==> src/rtl/fetch_sequencer_pkg.sv <==
// fetch_sequencer_pkg: fetch FSM state encodings, opcode constants and two-word decode helper
package fetch_sequencer_pkg;
  typedef enum logic [2:0] {FETCH1_HI, FETCH1_LO, FETCH2_HI, FETCH2_LO, EXEC} state_t;
  localparam logic [3:0] OPR_JCN = 4'h1;
  localparam logic [3:0] OPR_FIM = 4'h2;
  localparam logic [3:0] OPR_JUN = 4'h4;
  localparam logic [3:0] OPR_JMS = 4'h5;
  localparam logic [3:0] OPR_ISZ = 4'h7;
  localparam logic [3:0] OPR_BBL = 4'hC;
  function automatic logic is_two_word(input logic [3:0] opr, input logic [3:0] operand);
    return opr == OPR_JCN || opr == OPR_JUN || opr == OPR_JMS || opr == OPR_ISZ ||
           (opr == OPR_FIM && !operand[0]);
  endfunction
endpackage

==> src/rtl/fetch_sequencer_return_stack.sv <==
// fetch_sequencer_return_stack: wrap-around return stack; FETCH_STACK_FAULT_EN adds a sticky over/underflow fault
module fetch_sequencer_return_stack
  import fetch_sequencer_pkg::*;
#(
  parameter int ADDR_W = 12,
  parameter int DEPTH  = 3
) (
  input  logic              clock,
  input  logic              reset,
  input  logic              push,
  input  logic              pop,
  input  logic [ADDR_W-1:0] push_data,
  output logic [ADDR_W-1:0] pop_data,
  output logic              fault
);
  localparam int SP_W = DEPTH > 1 ? $clog2(DEPTH) : 1;
  localparam logic [SP_W-1:0] SP_MAX = SP_W'(DEPTH - 1);
  logic [SP_W-1:0] sp, sp_inc, sp_dec;
  logic [ADDR_W-1:0] entry [DEPTH];
  always_comb begin
    sp_inc = sp == SP_MAX ? '0 : sp + 1'b1;
    sp_dec = sp == '0 ? SP_MAX : sp - 1'b1;
  end
  assign pop_data = entry[sp_dec];
  always_ff @(posedge clock)
    if (!reset) begin
      sp <= '0;
      for (int i = 0; i < DEPTH; i++) entry[i] <= '0;
    end else if (push) begin
      entry[sp] <= push_data;
      sp <= sp_inc;
    end else if (pop) sp <= sp_dec;
`ifdef FETCH_STACK_FAULT_EN
  localparam int D_W = $clog2(DEPTH + 1);
  localparam logic [D_W-1:0] D_MAX = D_W'(DEPTH);
  logic [D_W-1:0] depth;
  always_ff @(posedge clock)
    if (!reset) begin
      depth <= '0;
      fault <= 1'b0;
    end else begin
      fault <= fault | (push && depth == D_MAX) | (pop && depth == '0);
      depth <= push && depth != D_MAX ? depth + 1'b1 : pop && depth != '0 ? depth - 1'b1 : depth;
    end
`else
  assign fault = 1'b0;
`endif
endmodule

==> src/rtl/fetch_sequencer.sv <==
// fetch_sequencer: nibble-serial instruction fetch, PC and return-stack control; FETCH_STACK_FAULT_EN enables stack_fault
module fetch_sequencer
  import fetch_sequencer_pkg::*;
#(
  parameter int ADDR_W      = 12,
  parameter int STACK_DEPTH = 3
) (
  input  logic              clock,
  input  logic              reset,
  input  logic              halt,
  input  logic [3:0]        mem_data,
  input  logic              mem_ready,
  output logic              mem_read,
  output logic [ADDR_W-1:0] mem_addr,
  output logic              mem_nibble,
  input  logic              take_branch,
  input  logic              reg_is_zero,
  output logic              inst_valid,
  output logic [3:0]        inst_opr,
  output logic [3:0]        inst_operand,
  output logic [7:0]        inst_word2,
  output logic [ADDR_W-1:0] pc,
  output logic              stack_fault
);
  state_t state, state_nxt;
  logic [3:0] stage_opr, stage_operand, stage_w2hi;
  logic [ADDR_W-1:0] pc1, pc2, pc_nxt, pop_data;
  logic fetching, ready, exec, load_inst, branch, push, pop;
  always_ff @(posedge clock)
    if (!reset) state <= FETCH1_HI;
    else state <= state_nxt;
  always_comb begin
    fetching = state != EXEC;
    ready = fetching && mem_ready && !halt;
    exec = state == EXEC && !halt;
    state_nxt = exec ? FETCH1_HI :
                !ready ? state :
                state == FETCH1_HI ? FETCH1_LO :
                state == FETCH1_LO ? (is_two_word(stage_opr, mem_data) ? FETCH2_HI : EXEC) :
                state == FETCH2_HI ? FETCH2_LO : EXEC;
  end
  always_comb begin
    mem_read = reset && !halt && fetching;
    mem_addr = state == FETCH2_HI || state == FETCH2_LO ? pc1 : pc;
    mem_nibble = state == FETCH1_LO || state == FETCH2_LO;
    inst_valid = reset && exec;
  end
  always_comb begin
    load_inst = ready && (state == FETCH2_LO || (state == FETCH1_LO && !is_two_word(stage_opr, mem_data)));
    pc1 = pc + 1'b1;
    pc2 = pc + 2'd2;
    branch = (inst_opr == OPR_JCN && take_branch) || (inst_opr == OPR_ISZ && !reg_is_zero);
    pc_nxt = inst_opr == OPR_JUN || inst_opr == OPR_JMS ? ADDR_W'({inst_operand, inst_word2}) :
             branch ? {pc2[ADDR_W-1:8], inst_word2} :
             inst_opr == OPR_BBL ? pop_data :
             is_two_word(inst_opr, inst_operand) ? pc2 : pc1;
    push = exec && inst_opr == OPR_JMS;
    pop = exec && inst_opr == OPR_BBL;
  end
  always_ff @(posedge clock)
    if (!reset) begin
      pc <= '0;
      stage_opr <= '0;
      stage_operand <= '0;
      stage_w2hi <= '0;
      inst_opr <= '0;
      inst_operand <= '0;
      inst_word2 <= '0;
    end else begin
      if (ready && state == FETCH1_HI) stage_opr <= mem_data;
      if (ready && state == FETCH1_LO) stage_operand <= mem_data;
      if (ready && state == FETCH2_HI) stage_w2hi <= mem_data;
      if (load_inst) begin
        inst_opr <= stage_opr;
        inst_operand <= state == FETCH2_LO ? stage_operand : mem_data;
        inst_word2 <= state == FETCH2_LO ? {stage_w2hi, mem_data} : '0;
      end
      if (exec) pc <= pc_nxt;
    end
  fetch_sequencer_return_stack #(.ADDR_W(ADDR_W), .DEPTH(STACK_DEPTH)) u_stack (
    .clock(clock),
    .reset(reset),
    .push(push),
    .pop(pop),
    .push_data(pc2),
    .pop_data(pop_data),
    .fault(stack_fault)
  );
endmodule

==> config.mk <==
export PLATFORM = sky130hd
export DESIGN_NAME = fetch_sequencer
export DESIGN_NICKNAME = d
export VERILOG_FILES = /design/src/rtl/fetch_sequencer_pkg.sv /design/src/rtl/fetch_sequencer_return_stack.sv /design/src/rtl/fetch_sequencer.sv
export SDC_FILE = /design/constraint.sdc
export NUM_CORES = 1
export LEC_CHECK = 0
export ABC_AREA = 0
export CORE_UTILIZATION = 38
export CTS_CLUSTER_DIAMETER = 100
export DETAILED_ROUTE_END_ITERATION = 10
export HOLD_SLACK_MARGIN = 0.03
export PLACE_DENSITY = 0.54
export SYNTH_ARGS = -nofsm -noshare
export SYNTH_HDL_FRONTEND = slang
export SYNTH_SLANG_ARGS = --single-unit
==> constraint.sdc <==
create_clock -name clock -period 3.4 [get_ports clock]
set_input_delay 0.68 -clock clock [delete_from_list [all_inputs] [get_ports clock]]
set_output_delay 0.68 -clock clock [all_outputs]
set_load 0.01 [all_outputs]
==> flow_summary_export.csv, run 1 <==
group,metric,value,unit
finish,area_delta_synth_final,20.2,%
synthesis,syn_nets,498,
power,cellLeakagePower,2.16,nW
routing,drc_errors,0,
worst_setup_path,endpoint_kind,"output pin",
finish,diodes,0,
placement,gp_congestion,0.828,
synthesis,synthArstFlopShare,0,%
floorplan,coreArea,12700,sq um
routing,drt.antenna.violating_nets,0,
cts,cts_root_buf,"clkbuf_16",
finish,drive_above_1_share,11.5,%
global_routing,grt_max_degree,26,
finish,final_core_util,46.9,%
routing,vias_per_cell,5.23,
placement,dp.cells,693,
routing,drt_iter0_markers,319,
synthesis,netlist_area,4940,sq um
synthesis,synthCells,481,
floorplan,dieArea,13500,sq um
finish,ff_latch_area,2340,sq um
global_routing,grt_pass1_vias,3569,
floorplan,die_y,116,um
global_routing,use_met1,27.3,%
worst_setup_path,setup.worst_path.class,"flop to output pin",
sta,maxSlewHeadroom,31.8,%
hold_path,hold_path.class,"flop to flop",
finish,multiInputGateArea,2380,sq um
cts,cts_buffer_depth,2,
sta,setup_viol,0,
global_routing,met3_usage,3.29,%
outcome,run_status,"completed",
synthesis,synth_top_area_cell,"edfxtp_1",
power,ir_drop,0.000212,V
routing,dr_total_vias,3707,
global_routing,grt_busiest_layer,"met2",
global_routing,met2_usage,33.7,%
floorplan,num_rows,41,
floorplan,ios,54,
global_routing,grt_overflow,0,
global_routing,antenna_found_initial,0,
sta,fin_crit,3.14,ns
routing,wl_per_cell,18.1,um
synthesis,avgSynthCellArea,10.3,sq um
sta,drv_slew,0,
synthesis,yosysSeqAreaShare,47.4,%
finish,final_nets,549,
sta,grt_setup_unrepaired,"no",
global_routing,grt_pass1_wl,20100,um
synthesis,synthFlopType,"edfxtp_1",
synthesis,yosysWarnings,0,
synthesis,synthTopCellsByArea,"edfxtp_1 29%, dfxtp_1 18%, mux4_2 5.5%, mux2i_1 4.0%, nor2_1 4.0%",
global_routing,grtUsageTotal,20.5,%
cts,clock_sink_count,93,
power,pwr_density_cell,378,nW/um^2
flow_run,drv_cap,0,
finish,fin_cells,709,
synthesis,ys_types,60,
placement,hpwl,9350,um
worst_setup_path,critPathLaunchType,"flop",
floorplan,die_w,116,um
sta,layout_setup_ws,0.257,ns
worst_setup_path,r2r_slack,0.97,ns
placement,pre_cts_ws,0.406,ns
sta,finalSetupTns,0,ns
cts,cts_resized,0,
worst_setup_path,worst-endpoint-required,2.72,ns
finish,nFillCells,1234,
synthesis,synth_common_cells,"53 x nor2_1, 51 x nand2_1, 48 x edfxtp_1",
cts,htreeDepth,3,
sta,tightest_slew,1.02,ns
synthesis,synth_edf_count,48,
routing,firstDrtPassIters,5,
sta,hold_viol_final,0,
synthesis,synthMostInstantiatedCell,"nor2_1",
sta,finalCritPeriodShare,92.4,%
sta,fmax,318,MHz
cts,cts_hold_buffers,0,
worst_setup_path,crit_fanout,9,
worst_setup_path,crit_arrival,2.46,ns
power,p_total,2.24,mW
floorplan,start_util,39.0,%
cts,clkSlewWorstSetupHoldPaths,0.07,ns
synthesis,synth.ff_latch_count,93,
cts,cts_made_buffers,9,
placement,io_buffers,52,
synthesis,synth_top_area_share,29.2,%
cts,clk_latency,0.34,ns
sta,skew,0.00869,ns
cts,post_cts_buffers,0,
routing,totalWireLength,12800,um
cts,tritoncts,"done",
[cells in the final DEF, fill, tap and decap left out, types with 3 or more instances in the layout]
master            n
a32o_1            3
nand2b_1         13
nor4_1            3
dfxtp_1          45
a31oi_1           3
ha_1              7
o21a_1            5
inv_1            14
and3_1            8
mux4_2           12
a211oi_1          4
xor2_1           13
clkdlybuf4s50_1  52
a21boi_0         11
o211a_1           5
xnor2_1          17
nor3_1            8
buf_4            22
mux2i_1          20
o21ai_0          10
o31ai_1           4
nand2_1          51
clkbuf_16         9
a21oi_1           5
nor2b_1          22
edfxtp_1         48
or3_1             3
nand3_1          20
nor2_1           53
[layout make-up]
cell class                 instances  share of cell area [%]
tap                              172                    3.62
clock buffer                      10                    3.85
timing repair buffer              74                    11.5
inverter                          14                   0.884
sequential                        93                    39.4
clock inverter                     6                   0.653
multi-input combinational        340                    40.0
[per-layer routing]
| layer | routed length, um | part of all wire [%] | up-vias |
|---|---|---|---|
| li1 | - | - | 1809 |
| met4 | 192 | 1.5 | 0 |
| met3 | 573 | 4.5 | 13 |
| met2 | 6160 | 48 | 86 |
| met5 | 0 | 0 | - |
| met1 | 5910 | 46 | 1799 |
[registers in the layout, summed over array words and instances (netlist names)]
register,cells
u_stack.entry,48
pc,12
inst_word2,8
inst_operand,4
inst_opr,4
stage_operand,4
stage_opr,4
stage_w2hi,4
state,3
u_stack.sp,2
[critical path, stage by stage (launching register included)]
cell             delay (ns)
dfxtp_1                0.54
nor2b_1                0.47
nand2_1                0.21
nor2_1                 0.17
xor2_1                 0.17
clkdlybuf4s50_1        0.56
[logic make-up (layout without fill, tap and decap cells)]
kind of cell,count (synthesis),in the layout,synth area share (%)
and+or+nand+nor,200,200,20.5
DFF,93,93,47.4
AOI/OAI and AO/OA,70,70,11.0
buffers and inverters,48,104,4.51
muxes,32,32,9.52
xor gates and xnor gates,30,30,5.32
adders and majority gates,7,7,1.77
other,1,1,0.0759
[through the flow]
stage / instance area (sq um) / hold WS, ns
global route: 5940 / 0.522
detailed placement: 5670 / 0.475
floorplan: 4940 / 0.454
finish: 5940 / 0.482
CTS: 5940 / 0.487
global placement: 5670 / 0.460
[worst paths after layout]
check                                   start       endpoint  cells after the start
worst max-delay path                 state[1]   mem_addr[11]                      5
worst min register to register  stage_w2hi[0]  inst_word2[4]                      2
worst min-delay path            stage_w2hi[0]  inst_word2[4]                      2
worst max register to register  u_stack.sp[0]          pc[1]                      7
[report_power, final]
| group | leakage [nW] | internal, mW | switching [mW] |
|---|---|---|---|
| registers | 0.822 | 1.20 | 0.0126 |
| clock network | 0.126 | 0.494 | 0.432 |
| logic | 1.21 | 0.0510 | 0.0586 |
No activity file was read; power rests on OpenSTA's default activity.
==> inputs of run 2 (changes only) <==
==> constraint.sdc (replaced) <==
create_clock -name clock -period 3.4 [get_ports clock]
set_input_delay 0.34 -clock clock [delete_from_list [all_inputs] [get_ports clock]]
set_output_delay 0.34 -clock clock [all_outputs]
set_load 0.01 [all_outputs]
==> run 2 against run 1 <==
Compared with the run above: power grew 5.3%; clock-buffer cell count is the same; wire length shrank 2.2%.
==> flow_summary_export.csv, run 2 (synthesized netlist as in run 1, its figures left out) <==
group,metric,value,unit
cts,htreeDepth,3,
cts,clk_latency,0.35,ns
floorplan,start_util,39.0,%
sta,fin_crit,3.01,ns
finish,largest_reg_flops,48,
sta,maxSlewHeadroom,55.5,%
hold_path,hold_path.class,"flop to flop",
sta,grt_setup_unrepaired,"no",
floorplan,dieArea,13500,sq um
cts,clkSlewWorstSetupHoldPaths,0.07,ns
worst_setup_path,setup.worst_path.class,"flop to output pin",
sta,fmax,332,MHz
worst_setup_path,worst-endpoint-required,3.06,ns
finish,diodes,0,
power,internal_power,1.83,mW
finish,largest_register,"u_stack.entry",
finish,mostFrequentLayoutCell,"nor2_1",
sta,setup_viol,0,
worst_setup_path,crit_fanout,11,
power,seqPwrFrac,51.2,%
sta,drv_slew,0,
flow_run,drv_cap,0,
routing,wl_per_cell,18.0,um
global_routing,grt_overflow,0,
sta,skew,0.00551,ns
placement,dp.cells,682,
power,switchingPower,0.532,mW
global_routing,grt_max_degree,28,
worst_setup_path,crit_slowest_cell,"dfxtp_1",
global_routing,grt_pass1_wl,19700,um
routing,drc_errors,0,
finish,drive_above_1_share,9.89,%
worst_setup_path,critPathLaunchType,"flop",
placement,hpwl,9030,um
floorplan,die_w,116,um
worst_setup_path,crit_family,"simple AND/OR/NAND/NOR gates",
cts,cts_hold_buffers,0,
sta,finalCritPeriodShare,88.5,%
worst_setup_path,cp_cell_sequence,"ha_1, nand3_1, nor2_1, nand2_1, nor2_1, xor2_1, clkdlybuf4s50_1",
sta,tightest_slew,0.668,ns
power,pwr_density_cell,400,nW/um^2
floorplan,num_rows,41,
finish,nFillCells,1235,
power,cellLeakagePower,2.12,nW
cts,post_cts_buffers,0,
worst_setup_path,crit_arrival,2.67,ns
finish,final_cell_area,5900,sq um
cts,cts_root_buf,"clkbuf_16",
placement,dpl-instance-area,5590,sq um
sta,hold_viol_final,0,
placement,gp_congestion,0.843,
floorplan,ios,54,
outcome,run_status,"completed",
routing,totalWireLength,12600,um
cts,cts_made_buffers,9,
power,power_frac_comb,4.5,%
finish,final_nets,538,
routing,drt_iter0_markers,264,
worst_setup_path,cp_num_buf_inv,1,
power,p_sw_share,22.5,%
sta,holdWs,0.480,ns
worst_setup_path,slowest_delay,0.55,ns
power,p_total,2.36,mW
finish,area_delta_synth_final,19.3,%
sta,finalSetupTns,0,ns
global_routing,grtUsageTotal,19.9,%
worst_setup_path,endpoint_kind,"output pin",
floorplan,die_y,116,um
cts,tritoncts,"done",
power,clock_power_share,44.3,%
global_routing,grt_pass1_vias,3511,
cts,clock_sink_count,93,
cts,cts_buffer_depth,2,
worst_setup_path,timing.critical_path.mode_cell,"nor2_1",
placement,io_buffers,52,
routing,dr_total_vias,3651,
finish,top_regs,"u_stack.entry x48, pc x12, inst_word2 x8",
routing,vias_per_cell,5.23,
floorplan,coreArea,12700,sq um
routing,firstDrtPassIters,4,
routing,drt.antenna.violating_nets,0,
finish,final_cell_mix,"53 x nor2_1, 52 x clkdlybuf4s50_1, 51 x nand2_1",
power,ir_drop,0.000256,V
finish,fin_cells,698,
cts,cts_resized,0,
global_routing,antenna_found_initial,0,
run 2: per-layer routing:
metal | vias to the layer above | track usage [%] | routed length [um]
met5 | - | 0 | 0
met4 | 0 | 9.74 | 318
met3 | 18 | 3.40 | 575
met1 | 1765 | 26.3 | 5750
li1 | 1783 | - | -
met2 | 85 | 31.7 | 5920
run 2: worst paths after layout:
| path | slack (ns) | from | depth (start not counted) | end |
|---|---|---|---|---|
| worst min-delay path | 0.48 | stage_w2hi[1] | 2 | inst_word2[5] |
| worst max-delay path | 0.39 | pc[1] | 7 | mem_addr[10] |
| worst min register to register | 0.48 | stage_w2hi[1] | 2 | inst_word2[5] |
| worst max register to register | 0.97 | u_stack.sp[1] | 6 | pc[5] |
run 2: area by class of cell:
class / count / area (sq um) / area share, %
multi-input cells: 340 / 2380 / 40.3
well taps: 172 / 215 / 3.65
inverters: 14 / 52.6 / 0.891
clock inverters: 6 / 77.6 / 1.32
clock buffers: 10 / 229 / 3.88
flip-flops and latches: 93 / 2340 / 39.7
repair buffers: 63 / 603 / 10.2
run 2: worst reg2reg max path, cell delays in order (launching register included):
cell and delay, ns:
dfxtp_1 0.41, inv_1 0.09, ha_1 0.68, mux4_2 0.46, and2_1 0.20, a2111oi_2 0.33
a32oi_1 0.14
run 2: power by group through the flow:
stage	combinational, mW	clock (mW)	sequential (mW)
after global routing	0.115	1.11	1.21
after detailed placement	0.106	0	1.23
final	0.106	1.05	1.21
after global placement	0.106	0	1.23
after CTS	0.107	1.07	1.21
after floorplan	0.0655	0	1.23
run 2: per-stage QoR:
stage               setup WS (ns)  utilization, %
global placement            0.715            44.1
global route                0.158            46.5
CTS                         0.366            46.5
detailed placement          0.692            44.1
finish                      0.392            46.5
floorplan                    1.18               -
